--- src/rtl/seg_pkg.sv ---
// seg_pkg: shared seven-segment constants for the BCD display driver
package seg_pkg;
    localparam logic [6:0] BLANK = 7'h7F;
    localparam logic [15:0][6:0] SEG_LUT = {
        {6{7'h79}},
        7'h6F, 7'h7F, 7'h07, 7'h7D, 7'h6D,
        7'h66, 7'h4F, 7'h5B, 7'h06, 7'h3F
    };
endpackage

--- src/rtl/bcd_to_seg.sv ---
// bcd_to_seg: combinational 4-bit code to active-high abcdefg segment pattern
module bcd_to_seg
    import seg_pkg::*;
(
    input  logic [3:0] code,
    output logic [6:0] seg
);
    assign seg = SEG_LUT[code];
endmodule

--- src/rtl/bcd_seg_display_driver.sv ---
// bcd_seg_display_driver: synchronizes asynchronous BCD counts, captures stable
// values and time-multiplexes them onto a common-anode seven-segment display.
module bcd_seg_display_driver
    import seg_pkg::*;
#(
    parameter int NUM_DIGITS = 4,
    parameter int SCAN_DIV   = 1000,
    parameter int DEAD       = 2
) (
    input  logic                    clock,
    input  logic                    clear_n,
    input  logic [4*NUM_DIGITS-1:0] bcd_in,
    input  logic                    load,
    input  logic                    blank_lz,
    output logic [6:0]              seg_n,
    output logic [NUM_DIGITS-1:0]   an_n,
    output logic                    digit_err
);
    localparam int PW = $clog2(SCAN_DIV);
    localparam int IW = NUM_DIGITS > 1 ? $clog2(NUM_DIGITS) : 1;

    logic [4*NUM_DIGITS-1:0] s1, s2, s3, captured;
    logic [PW-1:0]           presc;
    logic [IW-1:0]           idx;
    logic [3:0]              digit_arr [NUM_DIGITS];
    logic [NUM_DIGITS-1:0]   zero_above, err_bits;
    logic [6:0]              seg_code;
    logic                    wrap, dead, blank;

    genvar g;
    generate
        for (g = 0; g < NUM_DIGITS; g++) begin : g_dig
            assign digit_arr[g]  = captured[4*g +: 4];
            assign zero_above[g] = captured[4*NUM_DIGITS-1:4*g] == '0;
            assign err_bits[g]   = digit_arr[g] > 4'd9;
        end
    endgenerate

    bcd_to_seg u_dec (
        .code (digit_arr[idx]),
        .seg  (seg_code)
    );

    assign digit_err = |err_bits;
    assign wrap      = presc == PW'(SCAN_DIV - 1);
    assign dead      = presc < PW'(DEAD);
    assign blank     = blank_lz && idx != '0 && zero_above[idx];

    // s2 == s3 means the sample survived two consecutive edges, so a value
    // caught mid-ripple is never captured
    always_ff @(posedge clock or negedge clear_n) begin
        if (!clear_n) begin
            s1       <= '0;
            s2       <= '0;
            s3       <= '0;
            captured <= '0;
            presc    <= '0;
            idx      <= '0;
            seg_n    <= BLANK;
            an_n     <= '1;
        end else begin
            s1       <= bcd_in;
            s2       <= s1;
            s3       <= s2;
            captured <= (load && s2 == s3) ? s2 : captured;
            presc    <= wrap ? '0 : presc + 1'b1;
            idx      <= wrap ? (idx == IW'(NUM_DIGITS - 1) ? '0 : idx + 1'b1) : idx;
            an_n     <= dead ? '1 : ~(NUM_DIGITS'(1) << idx);
            seg_n    <= (dead || blank) ? BLANK : ~seg_code;
        end
    end
endmodule
--- config.mk ---
export PLATFORM = sky130hd
export DESIGN_NAME = bcd_seg_display_driver
export DESIGN_NICKNAME = d
export VERILOG_FILES = /design/src/rtl/seg_pkg.sv /design/src/rtl/bcd_to_seg.sv /design/src/rtl/bcd_seg_display_driver.sv
export SDC_FILE = /design/constraint.sdc
export NUM_CORES = 1
export LEC_CHECK = 0
export ABC_AREA = 1
export BUFFER_PORTS_ARGS = -buffer_cell sky130_fd_sc_hd__clkbuf_2
export CORE_ASPECT_RATIO = 1.2
export CORE_MARGIN = 2
export CORE_UTILIZATION = 40
export CTS_BUF_LIST = sky130_fd_sc_hd__clkbuf_16
export CTS_CLUSTER_DIAMETER = 60
export CTS_CLUSTER_SIZE = 8
export DETAILED_ROUTE_END_ITERATION = 10
export MAX_ROUTING_LAYER = met4
export PLACE_DENSITY = 0.67
export SYNTH_ARGS = -nofsm -noshare
export SYNTH_HDL_FRONTEND = slang
export SYNTH_HIERARCHICAL = 1
export SYNTH_SLANG_ARGS = --single-unit
--- constraint.sdc ---
create_clock -name clock -period 3.2 [get_ports clock]
set_clock_uncertainty 0.05 [all_clocks]
set_input_delay 0 -clock clock [delete_from_list [all_inputs] [get_ports clock]]
set_output_delay 0 -clock clock [all_outputs]
set_load 0.01 [all_outputs]
==> flow_summary.ini <==
[critical_path]
criticalPathCategory = flip-flop to flip-flop
cpPeakStageDelay_ps = 570
critical_path_peak_fanout = 13
cpMostUsedCell = nand3_1
r2r_setup_slack_ps = 1020
reg2reg_from = idx[0]
path_buf_inv = 2
reg2regPathDepth = 9
r2r-end = seg_n[0]
arrival_ps = 2390
cp-end-kind = flip-flop
crit_slowest_cell = dfrtp_1
crit_family = flip-flops
crit_chain = inv_2 -> a21oi_1 -> o21ai_0 -> o21ai_1 -> inv_1 -> ha_1 -> or2_1 -> nand3_1 -> nand3_1
cp-start-kind = flip-flop
worst_ep_required_time_ps = 3400

[power]
powerDensity_nw_per_um2 = 523
leakage_nw = 2.22
ir_worst_vdd_mv = 0.358

[timing]
hold-worst-slack_ps = 144
tightest_slew_ps = 1030
drv_slew = 0
fin_crit_sh = 0.682
fmax_ghz = 0.458
period_minus_slack_ps = 2180
setup_viol = 0
slew_headroom = 0.313
finalSetupTns_ps = 0
rsz0062_at_grt = no
hold_viol_final = 0

[routing]
via_count = 2497
drt_iter0_drc = 166
wl_per_cell_um = 10.8
firstDrtPassIters = 4
viasPerCell = 4.63
drc = 0
finalWirelength_mm = 5.80
ant_nets = 0

[global_route]
antenna_found_initial = 0
grt_usage = 0.143
grt_pass1_wl_mm = 10.8
grt-ovfl-total = 0
first_global_vias = 2513
grt_max_degree = 88

[yosys]
synth_nets = 396
synth_top_cell_area_share = 0.533
syn_area_per_cell_um2 = 9.78
syn-cell-area_um2 = 3570
synthTopCellsByArea = dfrtp_1, nand2_1, dfstp_2
yosysWarningCount = 6
synth_cells = 365
ys_seq_elements = 87
synth_top_area_cell = dfrtp_1
synth-seq-area-share = 0.614
synthArstFlopShare = 1.00
synth_flop_cell = dfrtp_1
synth_cell_types = 29
synth_edf_count = 0

[cts]
cts_buffer_depth = 2
clkTransAtPathRegs_ps = 70
numCtsBuffers = 9
cts_tree = yes
cts_sinks = 87
insertion_delay_ps = 340
htree_levels = 3
post-cts-setup-buffers = 0
cts_root_buf = clkbuf_16

[floorplanning]
die_h_um = 108
coreArea_um2 = 8610
rows = 37
die-area_um2 = 9700
initial_core_util = 0.415
die_x_um = 90.3
io_pins = 32

[cells_and_area]
final_core_util = 0.499
drive_above_1_share = 0.168
fillCellCount = 820
nets = 448
syn2layout_area_growth_pct = 20.3
antenna-diode-count = 0

[outcome]
status = finished clean

[min_path]
min_path_cells = 7
hp-start = load
min_to = captured[11]
hp-class = input pin to flip-flop

[place]
portBuffers = 31
dp_hpwl_mm = 4.08
place_congestion = 0.936

[run]
cap_viol_max_count = 0
## flip-flops by register name (all words and copies together), names as in the netlist
signal,count
s1,16
an_n,4
s3,16
idx,2
captured,16
s2,16
presc,10
seg_n,7
## cell families after synthesis
group / synth area share
flip-flops: 0.614
buffers and inverters: 0.0554
XOR/XNOR: 0.0147
AO/OA/AOI/OAI: 0.0420
AND/OR/NAND/NOR: 0.236
adder cells (fa/ha/maj): 0.0385
## where the power goes
group | leakage, nW | switching, mW | internal, mW | total (mW)
Sequential | 1.05 | 0.0182 | 1.13 | 1.15
Combinational | 1.02 | 0.0522 | 0.0371 | 0.0893
Clock | 0.146 | 0.456 | 0.550 | 1.01
Total | 2.22 | 0.526 | 1.72 | 2.25
## synthesized netlist by cell type (4+ instances only)
library cell and count:
o21ai_0 10, a21oi_1 9, nor2_1 38, ha_1 11, dfrtp_1 76, nand2_1 92
nor3_1 6, or2_1 4, nand3_1 19, o21ai_1 7, inv_2 4, dfstp_2 11
inv_1 36, nand4_1 16
## tightest hold or removal path, stage by stage
cell      delay, ps
clkbuf_2         90
nand2_1          60
nor2_1           40
nand2_2         100
nor2_8           80
nand4_1          70
nand2_1          50
## routing by layer
layer	global-route usage	vias up	routed length, um
met5	-	-	0
met4	0.0692	0	135
met3	0.0350	13	226
met2	0.236	62	2840
met1	0.164	1153	2600
li1	-	1269	-
## area by class of cell
| type | count | area [um^2] | area share |
|---|---|---|---|
| Clock buffer | 9 | 225 | 0.0524 |
| Clock inverter | 7 | 68.8 | 0.0160 |
| Inverter | 41 | 154 | 0.0358 |
| Multi-Input combinational cell | 230 | 1180 | 0.275 |
| Sequential cell | 87 | 2190 | 0.510 |
| Tap cell | 117 | 146 | 0.0341 |
| Timing Repair Buffer | 48 | 328 | 0.0763 |
## cells in the final DEF, fill, tap and decap left out, types with 2 or more instances in the layout
master	instances
or2_1	4
nor3_1	6
dfrtp_1	76
nor2_1	38
a21oi_1	9
xnor2_1	3
o21ai_1	7
inv_8	3
xor2_1	3
inv_2	4
ha_1	11
nor2_8	2
nand4_1	16
nand2_2	3
dlygate4sd3_1	17
clkbuf_2	30
clkbuf_16	9
o22ai_1	2
inv_1	36
nand2_1	92
clkinv_4	2
nand3_1	19
dfstp_2	11
inv_6	2
o21ai_0	10
## through the flow
step	setup slack [ps]	instance area (um^2)	total power [mW]	std cells
detailed placement	1050	3830	1.25	506
finish	1020	4300	2.25	539
global placement	1210	3830	1.24	506
floorplan	1140	3570	1.20	365
global route	851	4300	2.35	539
CTS	1040	4300	2.28	539
## repair_timing
action,in CTS,in global routing
hold buffers,17,0
hold endpoints to repair,92,0
gates resized for setup,0,0
## worst max path at each step
stage,end,startpoint,cells past startpoint
floorplan,seg_n[0],idx[0],10
CTS,seg_n[0],idx[0],9
finish,seg_n[0],idx[0],9
global placement,seg_n[0],idx[0],9
global route,seg_n[3],idx[0],9
detailed placement,seg_n[0],idx[0],9
Note: power is estimated with default switching activity, not from simulation.
